===== config.mk =====
export PLATFORM = sky130hd
export DESIGN_NAME = wb_arbiter
export DESIGN_NICKNAME = d
export VERILOG_FILES = /design/src/rtl/wb_arbiter_pkg.sv /design/src/rtl/wb_src_fifo.sv /design/src/rtl/wb_arbiter.sv
export SDC_FILE = /design/constraint.sdc
export NUM_CORES = 1
export LEC_CHECK = 0
export BUFFER_PORTS_ARGS = -buffer_cell sky130_fd_sc_hd__buf_2
export CAP_MARGIN = 0
export CORE_MARGIN = 2
export CORE_UTILIZATION = 53
export CTS_BUF_LIST = sky130_fd_sc_hd__clkbuf_2
export DETAILED_ROUTE_END_ITERATION = 7
export HOLD_SLACK_MARGIN = 0.06
export PLACE_DENSITY_LB_ADDON = 0.3
export SLEW_MARGIN = 15
export SYNTH_ARGS = -nofsm -noshare
export SYNTH_HDL_FRONTEND = slang
export SYNTH_SLANG_ARGS = --single-unit

===== constraint.sdc =====
create_clock -name clk -period 4.8 [get_ports clk]
set_clock_uncertainty 0.1 [all_clocks]
set_input_delay 1.2 -clock clk [delete_from_list [all_inputs] [get_ports clk]]
set_output_delay 1.2 -clock clk [all_outputs]
set_load 0.1 [all_outputs]

===== src/rtl/wb_arbiter_pkg.sv =====
// Shared types and constants for the write-back arbiter: beat payload,
// idle tag encoding and source indices.
package wb_arbiter_pkg;

  localparam int unsigned NUM_SRC    = 3;
  localparam int unsigned DEPTH      = 2;
  localparam int unsigned DATA_W     = 32;
  localparam int unsigned TAG_W      = 4;
  localparam int unsigned REG_ADDR_W = 5;

  localparam logic [TAG_W-1:0] TAG_INVALID = '1;

  localparam int unsigned SRC_ALU = 0;
  localparam int unsigned SRC_LSU = 1;
  localparam int unsigned SRC_BR  = 2;

  typedef struct packed {
    logic [TAG_W-1:0]      tag;
    logic [REG_ADDR_W-1:0] rd;
    logic [DATA_W-1:0]     data;
  } wb_beat_t;

  // Value the bus carries whenever no beat is valid
  localparam wb_beat_t WB_IDLE = '{tag: TAG_INVALID, rd: '0, data: '0};

endpackage


===== src/rtl/wb_src_fifo.sv =====
// Per-source result FIFO; flush empties it and drops a concurrent push.
module wb_src_fifo
  import wb_arbiter_pkg::*;
#(
  parameter int unsigned DEPTH = 2
) (
  input  logic     clk,
  input  logic     rst,
  input  logic     flush,
  input  logic     push,
  input  wb_beat_t push_beat,
  input  logic     pop,
  output logic     full,
  output logic     empty,
  output wb_beat_t head
);

  localparam int unsigned PTR_W = (DEPTH > 1) ? $clog2(DEPTH) : 1;
  localparam int unsigned CNT_W = $clog2(DEPTH + 1);

  logic [PTR_W-1:0] wr_ptr_q, wr_ptr_d;
  logic [PTR_W-1:0] rd_ptr_q, rd_ptr_d;
  logic [CNT_W-1:0] count_q, count_d;
  wb_beat_t         mem_q [DEPTH];
  logic             do_push, do_pop;

  assign full    = (count_q == CNT_W'(DEPTH));
  assign empty   = (count_q == '0);
  assign do_push = push & ~full;
  assign do_pop  = pop & ~empty;
  assign head    = mem_q[rd_ptr_q];

  // Pointers wrap naturally since DEPTH is a power of two
  always_comb begin
    wr_ptr_d = wr_ptr_q;
    rd_ptr_d = rd_ptr_q;
    count_d  = count_q;
    if (flush) begin
      wr_ptr_d = '0;
      rd_ptr_d = '0;
      count_d  = '0;
    end else begin
      if (do_push) wr_ptr_d = wr_ptr_q + PTR_W'(1);
      if (do_pop)  rd_ptr_d = rd_ptr_q + PTR_W'(1);
      count_d = count_q + CNT_W'(do_push) - CNT_W'(do_pop);
    end
  end

  always_ff @(posedge clk) begin
    if (!rst) begin
      wr_ptr_q <= '0;
      rd_ptr_q <= '0;
      count_q  <= '0;
    end else begin
      wr_ptr_q <= wr_ptr_d;
      rd_ptr_q <= rd_ptr_d;
      count_q  <= count_d;
    end
  end

  always_ff @(posedge clk) begin
    if (rst && !flush && do_push) mem_q[wr_ptr_q] <= push_beat;
  end

endmodule


===== src/rtl/wb_arbiter.sv =====
// Round-robin write-back arbiter: drains one buffered result per cycle from
// NUM_SRC source FIFOs onto a registered write-back bus.
module wb_arbiter
  import wb_arbiter_pkg::*;
#(
  parameter int unsigned NUM_SRC = wb_arbiter_pkg::NUM_SRC,
  parameter int unsigned DEPTH   = wb_arbiter_pkg::DEPTH
) (
  input  logic                         clk,
  input  logic                         rst,
  input  logic                         flush,
  input  logic [NUM_SRC-1:0]           src_valid,
  output logic [NUM_SRC-1:0]           src_ready,
  input  logic [NUM_SRC*TAG_W-1:0]     src_tag,
  input  logic [NUM_SRC*REG_ADDR_W-1:0] src_rd,
  input  logic [NUM_SRC*DATA_W-1:0]    src_data,
  output logic                         wb_valid,
  output logic [TAG_W-1:0]             wb_tag,
  output logic [REG_ADDR_W-1:0]        wb_rd,
  output logic [DATA_W-1:0]            wb_data
);

  localparam int unsigned RR_W = (NUM_SRC > 1) ? $clog2(NUM_SRC) : 1;

  logic [NUM_SRC-1:0] full, empty, push;
  wb_beat_t           push_beat [NUM_SRC];
  wb_beat_t           head      [NUM_SRC];

  logic [NUM_SRC-1:0] req_c, mask_c, hi_c, sel_c, grant_c;
  logic               found_c;
  logic [RR_W-1:0]    win_c, rr_next_c;
  wb_beat_t           win_beat_c;

  // Running OR chains turn the one-hot grant into an index and a payload
  logic     [NUM_SRC:0][RR_W-1:0] idx_chain;
  wb_beat_t [NUM_SRC:0]           beat_chain;

  logic            wb_valid_q;
  wb_beat_t        wb_beat_q;
  logic [RR_W-1:0] rr_ptr_q;

  assign idx_chain[0]  = '0;
  assign beat_chain[0] = '0;

  for (genvar g = 0; g < NUM_SRC; g++) begin : g_src
    assign push_beat[g] = '{tag:  src_tag[g*TAG_W +: TAG_W],
                            rd:   src_rd[g*REG_ADDR_W +: REG_ADDR_W],
                            data: src_data[g*DATA_W +: DATA_W]};
    // rd==0 completes the handshake but is never stored
    assign push[g] = src_valid[g] & ~full[g] &
                     (src_rd[g*REG_ADDR_W +: REG_ADDR_W] != '0);

    wb_src_fifo #(.DEPTH(DEPTH)) u_fifo (
      .clk       (clk),
      .rst       (rst),
      .flush     (flush),
      .push      (push[g]),
      .push_beat (push_beat[g]),
      .pop       (grant_c[g]),
      .full      (full[g]),
      .empty     (empty[g]),
      .head      (head[g])
    );

    assign idx_chain[g+1]  = idx_chain[g]  | (grant_c[g] ? RR_W'(g) : '0);
    assign beat_chain[g+1] = beat_chain[g] | (grant_c[g] ? head[g] : '0);
  end

  assign src_ready = ~full;

  // Masked priority: prefer requesters at or above rr_ptr, else wrap to the lowest
  always_comb begin
    req_c      = ~empty;
    mask_c     = ~((NUM_SRC'(1) << rr_ptr_q) - NUM_SRC'(1));
    hi_c       = req_c & mask_c;
    sel_c      = (hi_c != '0) ? hi_c : req_c;
    grant_c    = sel_c & (~sel_c + NUM_SRC'(1));
    found_c    = (req_c != '0);
    win_c      = idx_chain[NUM_SRC];
    win_beat_c = beat_chain[NUM_SRC];
    rr_next_c  = rr_ptr_q;
    if (found_c) begin
      rr_next_c = (win_c == RR_W'(NUM_SRC - 1)) ? '0 : win_c + RR_W'(1);
    end
  end

  always_ff @(posedge clk) begin
    if (!rst) begin
      wb_valid_q <= 1'b0;
      wb_beat_q  <= WB_IDLE;
      rr_ptr_q   <= '0;
    end else if (flush) begin
      wb_valid_q <= 1'b0;
      wb_beat_q  <= WB_IDLE;
      rr_ptr_q   <= '0;
    end else begin
      wb_valid_q <= found_c;
      wb_beat_q  <= found_c ? win_beat_c : WB_IDLE;
      rr_ptr_q   <= rr_next_c;
    end
  end

  assign wb_valid = wb_valid_q;
  assign wb_tag   = wb_beat_q.tag;
  assign wb_rd    = wb_beat_q.rd;
  assign wb_data  = wb_beat_q.data;

endmodule


## After elaboration in Yosys (flattened, before gate mapping)

Memory sizes are Yosys's and may differ from the RTL's. A register that Yosys moved wholly into a read port is not among the register bits.
Cells that the tools add are included.

| storage, ports and cells | value |
|---|---|
| register bits | 56 |
| RAM bits | 246 |
| bits of input ports | 129 |
| output and inout bits | 45 |
| memories | 3 |

| cells by class | value |
|---|---|
| add/sub/neg operators | 15 |
| eq/ne operators | 4 |
| shift-type cells | 1 |
| muxes and demuxes | 19 |
| bitwise operators | 29 |
| reductions and logical operators | 15 |

Memories:

| name | words | bits a word | rd ports | clocked after Yosys merged registers in | wr ports | RTL line | source |
|---|---|---|---|---|---|---|---|
| g_src[0].u_fifo.mem_q | 2 | 41 | 1 | 1 | 1 | wb_src_fifo.sv:24 | `wb_beat_t mem_q [DEPTH];` |
| g_src[1].u_fifo.mem_q | 2 | 41 | 1 | 1 | 1 | wb_src_fifo.sv:24 |  |
| g_src[2].u_fifo.mem_q | 2 | 41 | 1 | 1 | 1 | wb_src_fifo.sv:24 |  |

Operators with widths:

| kind | number |
|---|---|
| $mux 41 | 3 |
| $or 41x41->41 | 2 |
| $reduce_bool 5->1 | 3 |
| $mux 1 | 13 |
| $and 1x1->1 | 12 |
| $not 3->3 | 4 |
| $eq 2x2->1 const B | 4 |
| $not 1->1 | 8 |
| $add 1x1->1 const B | 6 |
| $add 2x1->2 | 3 |
| $and 3x3->3 | 2 |
| $logic_not 2->1 | 3 |
| $reduce_bool 3->1 | 2 |
| $sub 2x1->2 | 3 |
| $logic_and 1x1->1 | 4 |
| $mux 2 | 2 |
| $add 3x1->3 const B | 1 |
| $mux 3 | 1 |
| $reduce_or 3->1 | 1 |
| $shl 1x2->3 const A | 1 |
| $sub 3x2->3 const B | 1 |
| $add 2x1->2 const B | 1 |
| $or 1x2->2 | 1 |
| $reduce_or 2->1 | 1 |
| $logic_not 1->1 | 1 |

## Longest topological paths before layout

Gate-level depths: netlist of run 1.

| depth | value |
|---|---|
| depth in word-level cells | 13 |
| mapped depth | 11 |

## Modules after synthesis

From an unflattened synthesis of run 1, not the netlist that was laid out.

| second synthesis, totals | value |
|---|---|
| cells, all modules | 764 |
| area, all modules | 12409.4 sq um |

By module, submodules not included:

| module | instances | cells an instance | area each (sq um) |
|---|---|---|---|
| wb_src_fifo | 3 | 157 | 3234.4 |
| wb_arbiter | 1 | 293 | 2706.3 |

## Worst setup path after synthesis of run 1

Ideal clock, no wire load.

| path | value |
|---|---|
| path type | input to register |
| start point | in flush |
| end point | mem g_src[0].u_fifo.mem_q[0][0] in the netlist's numbering (enable) |
| arrival | 4.431 ns |
| data required time | 4.210 ns |
| path slack | -0.221 ns |
| cell stages on the path | 3 |
| path through | nand2b_1 -> clkbuf_1 -> nor3_1 |

| on the way | value |
|---|---|
| cells in the longest elaborated chain, start to end | 5 |

Ends and longest elaborated chain:

| item | RTL line | source |
|---|---|---|
| start: declaration | wb_arbiter.sv:11 | `input logic flush,` |
| $logic_not 1->1 | wb_src_fifo.sv:62 | `if (rst && !flush && do_push) mem_q[wr_ptr_q] <= push_beat;` |
| $logic_and 1x1->1 (2 in a row) | wb_src_fifo.sv:62 |  |
| $mux 1 | wb_src_fifo.sv:62 |  |
| $mux 1 (implied by the code) | wb_src_fifo.sv:62 |  |
| end: declaration | wb_src_fifo.sv:24 |  |

No other way between the ends.

## Final worst setup path of run 1

| path | value |
|---|---|
| start point | reg g_src[1].u_fifo.count_q[0] |
| end point | out src_ready[1] |

| on the way | value |
|---|---|
| cells in the longest elaborated chain, start to end | 2 |

Ends and longest elaborated chain:

| item | RTL line | source |
|---|---|---|
| start: declaration | wb_src_fifo.sv:23 | `logic [CNT_W-1:0] count_q, count_d;` |
| start signal: assignment | wb_src_fifo.sv:57 | `count_q <= count_d;` |
| $eq 2x2->1 | wb_src_fifo.sv:27 | `assign full = (count_q == CNT_W'(DEPTH));` |
| $not 3->3 | wb_arbiter.sv:69 | `assign src_ready = ~full;` |
| end: declaration | wb_arbiter.sv:13 | `output logic [NUM_SRC-1:0] src_ready,` |

No other way between the ends.

==> results_dict.tcl, run 1 <==
set metrics [dict create \
    drv_slew 0 \
    grt_pass1_wl_mm 36.42 \
    p_leak_nw 4.817 \
    synth_edf_count 246 \
    cp_data_arrival_time_ps 1850 \
    core_area_um2 21090 \
    grt_pass1_vias 6869 \
    fin_nets 1005 \
    sw_frac_of_total_pct 37.07 \
    cpMaxStageDelayCell "buf_2" \
    fin_ws_ps 1651 \
    synth_cells 633 \
    vias_per_cell 5.345 \
    internal_power_w 0.004402 \
    avgRoutedWirePerCell_um 20.30 \
    power.density_nw_per_um2 522.7 \
    cts-resized-gates 0 \
    wl_mm 24.52 \
    critPathKind "flip-flop to primary output" \
    cpLargestDelayFamily "buffers and inverters" \
    preCtsSetupSlack_ps 1662 \
    h-tree-depth 3 \
    outcome "finished, final reports clean" \
    antenna_found_initial 3 \
    hold_viol_final 0 \
    cap_violations 0 \
    grt.total_usage_pct 21.77 \
    drive_above_1_share_pct 39.85 \
    cts_root_buf "clkbuf_2" \
    yosysSeqAreaShare_pct 75.13 \
    slew_headroom_pct 42.57 \
    combPwrFrac_pct 30.3 \
    dieArea_um2 22710 \
    first_pass_iters 4 \
    final_common_cell "edfxtp_1" \
    mostFrequentLayoutCells "edfxtp_1, buf_2, mux2i_1" \
    fin_util_pct 63.46 \
    via_count 6457 \
    rsz0062_at_grt "false" \
    cts_buffer_depth 3 \
    cts_made_buffers 74 \
    avgSynthCellArea_um2 18.02 \
    grt_max_degree 40 \
    worstPathCellList "or2b_1, buf_2" \
    synthFlopType "edfxtp_1" \
    syn_area_um2 11400 \
    gp_congestion 0.7817 \
    clock_power_share_pct 24.3 \
    placed_cell_area_um2 12640 \
    min_path_type "flip-flop to flip-flop" \
    tightest_slew_ps 858.6 \
    power_switching_w 0.002593 \
    yosysWarnings 0 \
    cp_max_fo 4 \
    fp-row-count 53 \
    grt_overflow 0 \
    drt_first_iter_violations 327 \
    num_io_pins 174 \
    post-dp-hpwl_mm 15.72 \
    synth_fp_nets 768 \
    ant_nets 0 \
    critPathLaunchType "flip-flop" \
    ys_ff_latch 305 \
    ys_types 39 \
    fin_area_um2 13380 \
    io_buffers 173 \
    start_util_pct 54.08 \
    tns_ps 0 \
    clk_latency_ps 830 \
    fin_crit_sh_pct 65.61 \
    crit_buf_inv 1 \
    postCtsSetupBuffers 0 \
    drc 0 \
    holdWs_ps 405.1 \
    fp.dieH_um 150.7 \
    finalSetupViolCount 0 \
    die_width_um 150.7 \
    hold_buffers 0 \
    clock_sinks 305 \
    cts_tree "built" \
    critical-path-max-stage-delay_ps 470 \
    fillers 1572 \
    clkSlewWorstSetupHoldPaths_ps 100 \
    p_seq_share_pct 45.3 \
    fin_crit_ps 3149 \
    ir_drop_mv 0.4750 \
    max_freq_mhz 317.5 \
    end_kind "primary output" \
    areaGrowthSynthToFinish_pct 17.34 \
    worstPathRequired_ps 3500 \
    synth-async-reset-ratio_pct 0 \
]
power groups by stage:
stage,clock network [W],registers [W],logic [W]
5_1_grt,0.00188,0.00319,0.00226
6_report,0.00170,0.00317,0.00212
2_1_floorplan,0,0.00371,0.00114
4_1_cts,0.00176,0.00317,0.00210
3_3_place_gp,0,0.00322,0.00206
3_5_place_dp,0,0.00323,0.00209
layout make-up:
| type | count | area [um2] | share of cell area (%) |
|---|---|---|---|
| clock inverter | 26 | 151.4 | 1.131 |
| tap | 275 | 344.1 | 2.571 |
| antenna | 2 | 5.005 | 0.03740 |
| sequential | 305 | 8572 | 64.05 |
| multi-input combinational | 283 | 2658 | 19.86 |
| timing repair buffer | 193 | 1049 | 7.835 |
| inverter | 13 | 48.80 | 0.3646 |
| clock buffer | 111 | 555.5 | 4.151 |
layer usage:
metal	GRT usage, %	up-vias	part of all wire [%]
li1	-	3003	-
met1	25.55	3197	39
met2	38.45	227	52
met3	6.121	28	6.8
met4	7.570	2	1.6
met5	0	-	0.049
logic make-up after synthesis:
family | count (synthesis) | synth area share, %
multiplexers | 123 | 10.88
adder cells (fa/ha/maj) | 6 | 0.6582
flip-flops | 305 | 75.13
AO/OA/AOI/OAI | 89 | 7.866
XOR/XNOR | 12 | 0.9216
AND/OR/NAND/NOR | 53 | 2.578
buffers and inverters | 45 | 1.964
tightest hold or removal path, cell delays in order (launching register included):
cell and delay [ps]:
dfxtp_1 320, o211ai_1 100, nand2_1 60
per-stage QoR:
stage                     instances  total power (W)
after global routing           1208         0.007337
after CTS                      1205         0.007032
final                          1208         0.006995
after global placement         1068         0.005284
after detailed placement       1068         0.005326
after floorplan                 633         0.004854
sequential cells by signal, summed over array words and instances, names as in the netlist, named ones only:
signal / flops
g_src.u_fifo.count_q: 6
g_src.u_fifo.mem_q: 246
g_src.u_fifo.rd_ptr_q: 3
g_src.u_fifo.wr_ptr_q: 3
rr_ptr_q: 2
wb_data: 32
wb_rd: 5
wb_tag: 4
wb_valid: 1
synthesized netlist by cell type (4+ instances only):
cell / instances / share of area [%]
nor3_1: 6 / 0.26
mux2i_1: 115 / 10
inv_1: 13 / 0.43
and2_1: 4 / 0.22
nand2_1: 11 / 0.36
mux2_2: 8 / 0.79
nor2_1: 13 / 0.43
nand2b_1: 5 / 0.27
buf_6: 4 / 0.39
o2111ai_1: 4 / 0.31
dfxtp_1: 59 / 10
ha_1: 6 / 0.66
o22ai_1: 37 / 2.0
or4_1: 4 / 0.26
o2bb2ai_1: 7 / 0.54
o2bb2ai_2: 30 / 3.9
xnor2_1: 9 / 0.69
edfxtp_1: 246 / 65
clkbuf_1: 13 / 0.43
buf_2: 11 / 0.48
final timing paths:
| check | startpoint | endpoint | slack (ps) | cells past startpoint |
|---|---|---|---|---|
| setup / recovery | g_src[1].u_fifo.count_q[0] | src_ready[1] | 1650 | 2 |
| hold / removal | g_src[0].u_fifo.rd_ptr_q | flip-flop | 410 | 2 |
| setup reg to reg | g_src[2].u_fifo.count_q[1] | g_src[0].u_fifo.count_q[1] | 2350 | 10 |
| hold reg to reg | g_src[0].u_fifo.rd_ptr_q | flip-flop | 410 | 2 |
Power figures use the tool's default switching activity.
==> run 2, diff against run 1 <==
==> constraint.sdc (replaced) <==
create_clock -name clk -period 2.72 [get_ports clk]
set_clock_uncertainty 0.1 [all_clocks]
set_input_delay 0.68 -clock clk [delete_from_list [all_inputs] [get_ports clk]]
set_output_delay 0.68 -clock clk [all_outputs]
set_load 0.1 [all_outputs]
==> run 2 against run 1 <==
Effect of this change: core utilization is 6.7 points higher; sequential cell count unchanged; final cell count is 11% higher; combinational power rose by 87%; final area is 11% higher; clock power up 85%; sequential power up 77%; register-to-register slack worse by 2100 ps; sequential share of layout area shrank 6.1 points; largest cell class unchanged; highest routed layer is now met4.
==> results_dict.tcl, run 2 (same netlist as run 1, synthesis figures left out) <==
set metrics [dict create \
    drt_first_iter_violations 441 \
    hold_depth 3 \
    min_path_type "primary input to flip-flop" \
    core_area_um2 21090 \
    start_util_pct 54.08 \
    fin_ws_ps 138.0 \
    drc 0 \
    vias_per_cell 5.225 \
    first_pass_iters 5 \
    drv_slew 0 \
    drive_above_1_share_pct 35.82 \
    internal_power_w 0.008010 \
    reg2reg_setup_slack_ps 240 \
    crit_buf_inv 1 \
    cts_made_buffers 75 \
    cpLargestDelayFamily "buffers and inverters" \
    p_seq_share_pct 44.1 \
    finalSetupViolCount 0 \
    end_kind "primary output" \
    sw_frac_of_total_pct 36.92 \
    placed_cell_area_um2 12790 \
    via_count 6981 \
    antenna_found_initial 3 \
    cts_root_buf "clkbuf_2" \
    r2r-end "g_src[0].u_fifo.count_q[1]" \
    cp_num_cells 2 \
    hold-path-endpoint "g_src[1].u_fifo.count_q[0]" \
    grt_pass1_vias 7481 \
    clk_latency_ps 820 \
    fin_area_um2 14800 \
    clkSlewWorstSetupHoldPaths_ps 100 \
    holdWs_ps 155.8 \
    cts_tree "built" \
    clock_sinks 305 \
    combPwrFrac_pct 31.2 \
    r2r-start "g_src[2].u_fifo.count_q[1]" \
    ant_nets 0 \
    h-tree-depth 3 \
    fp-row-count 53 \
    hold_start "flush" \
    fillers 1412 \
    largest_register_ffs 246 \
    grt_max_degree 40 \
    gp_congestion 0.8049 \
    critical-path-max-stage-delay_ps 450 \
    max_freq_mhz 387.3 \
    outcome "finished, final reports clean" \
    cpMaxStageDelayCell "buf_2" \
    fin_nets 1132 \
    rsz0062_at_grt "false" \
    areaGrowthSynthToFinish_pct 29.76 \
    cp_max_fo 4 \
    power_switching_w 0.004689 \
    fin_crit_sh_pct 94.93 \
    worstPathRequired_ps 1940 \
    critPathKind "flip-flop to primary output" \
    dieArea_um2 22710 \
    final_common_cell "edfxtp_1" \
    grt_overflow 0 \
    ir_drop_mv 1.102 \
    cap_violations 0 \
    num_io_pins 174 \
    wl_mm 26.29 \
    fin_crit_ps 2582 \
    critPathLaunchType "flip-flop" \
    tightest_slew_ps 1130 \
    grt_pass1_wl_mm 39.14 \
    die_width_um 150.7 \
    mostFrequentLayoutCells "edfxtp_1, buf_2, dlygate4sd3_1" \
    regMostFlops "g_src.u_fifo.mem_q" \
    clock_power_share_pct 24.8 \
    p_leak_nw 5.401 \
    hold_viol_final 0 \
    power.density_nw_per_um2 858.1 \
    postCtsSetupBuffers 0 \
    cts_buffer_depth 3 \
    slew_headroom_pct 24.43 \
    grt.total_usage_pct 23.42 \
    io_buffers 173 \
    post-dp-hpwl_mm 16.39 \
    preCtsSetupSlack_ps -163.2 \
    worstPathCellList "nand2b_4, buf_2" \
    reg2reg_depth 10 \
    fp.dieH_um 150.7 \
    cp_data_arrival_time_ps 1800 \
    avgRoutedWirePerCell_um 19.68 \
]
-- run 2: layer usage --
layer / GRT usage, % / vias up / part of all wire [%]
li1: - / 3259 / -
met1: 27.84 / 3409 / 40
met2: 40.57 / 271 / 51
met3: 6.273 / 42 / 6.5
met4: 9.486 / 0 / 2.2
met5: 0 / - / 0
-- run 2: tightest hold or removal path: cells and delay by family --
kind,cells,cell delay [ps]
AND/OR/NAND/NOR,2,280
buffers and inverters,1,80
-- run 2: cell type report --
cell class	instances	area [um2]	share of cell area, %
clock buffers	110	550.5	3.720
repair buffers	319	2374	16.04
flip-flops and latches	305	8572	57.92
well taps	275	344.1	2.325
diodes	3	7.507	0.05073
inverters	13	48.80	0.3297
clock inverters	28	188.9	1.277
multi-input cells	283	2714	18.34
-- run 2: worst max-delay path by stage --
stage | slack, ps | startpoint | end
after floorplan | 9 | flush | g_src[0].u_fifo.mem_q[0][0]
after global placement | -80 | flush | g_src[1].u_fifo.mem_q[1][37]
after detailed placement | -160 | flush | g_src[1].u_fifo.mem_q[1][39]
after CTS | 20 | g_src[2].u_fifo.count_q[0] | src_ready[2]
after global routing | 40 | g_src[1].u_fifo.count_q[1] | src_ready[1]
final | 140 | g_src[0].u_fifo.count_q[0] | src_ready[0]
-- run 2: power by group through the flow --
stage               Clock (W)  Sequential [W]  Combinational [W]
finish                0.00315         0.00560            0.00396
global route          0.00348         0.00563            0.00419
CTS                   0.00321         0.00559            0.00396
detailed placement          0         0.00570            0.00381
global placement            0         0.00569            0.00374
floorplan                   0         0.00655            0.00205
-- run 2: through the flow --
step / total power (W) / utilization (%) / TNS, ps / instances
finish: 0.01270 / 70.18 / 0 / 1336
global route: 0.01329 / 70.18 / 0 / 1336
CTS: 0.01276 / 70.01 / 0 / 1331
detailed placement: 0.009508 / 60.65 / -9062 / 1070
global placement: 0.009426 / 60.65 / -3091 / 1070
floorplan: 0.008604 / - / 0 / 633
-- run 2: what timing repair did --
item / CTS / global route
resized for setup: 1 / 1
endpoints found under the hold margin: 246 / 0
hold buffers: 123 / 0
pin swaps: 0 / 0
endpoints found under the setup margin: 1 / 1
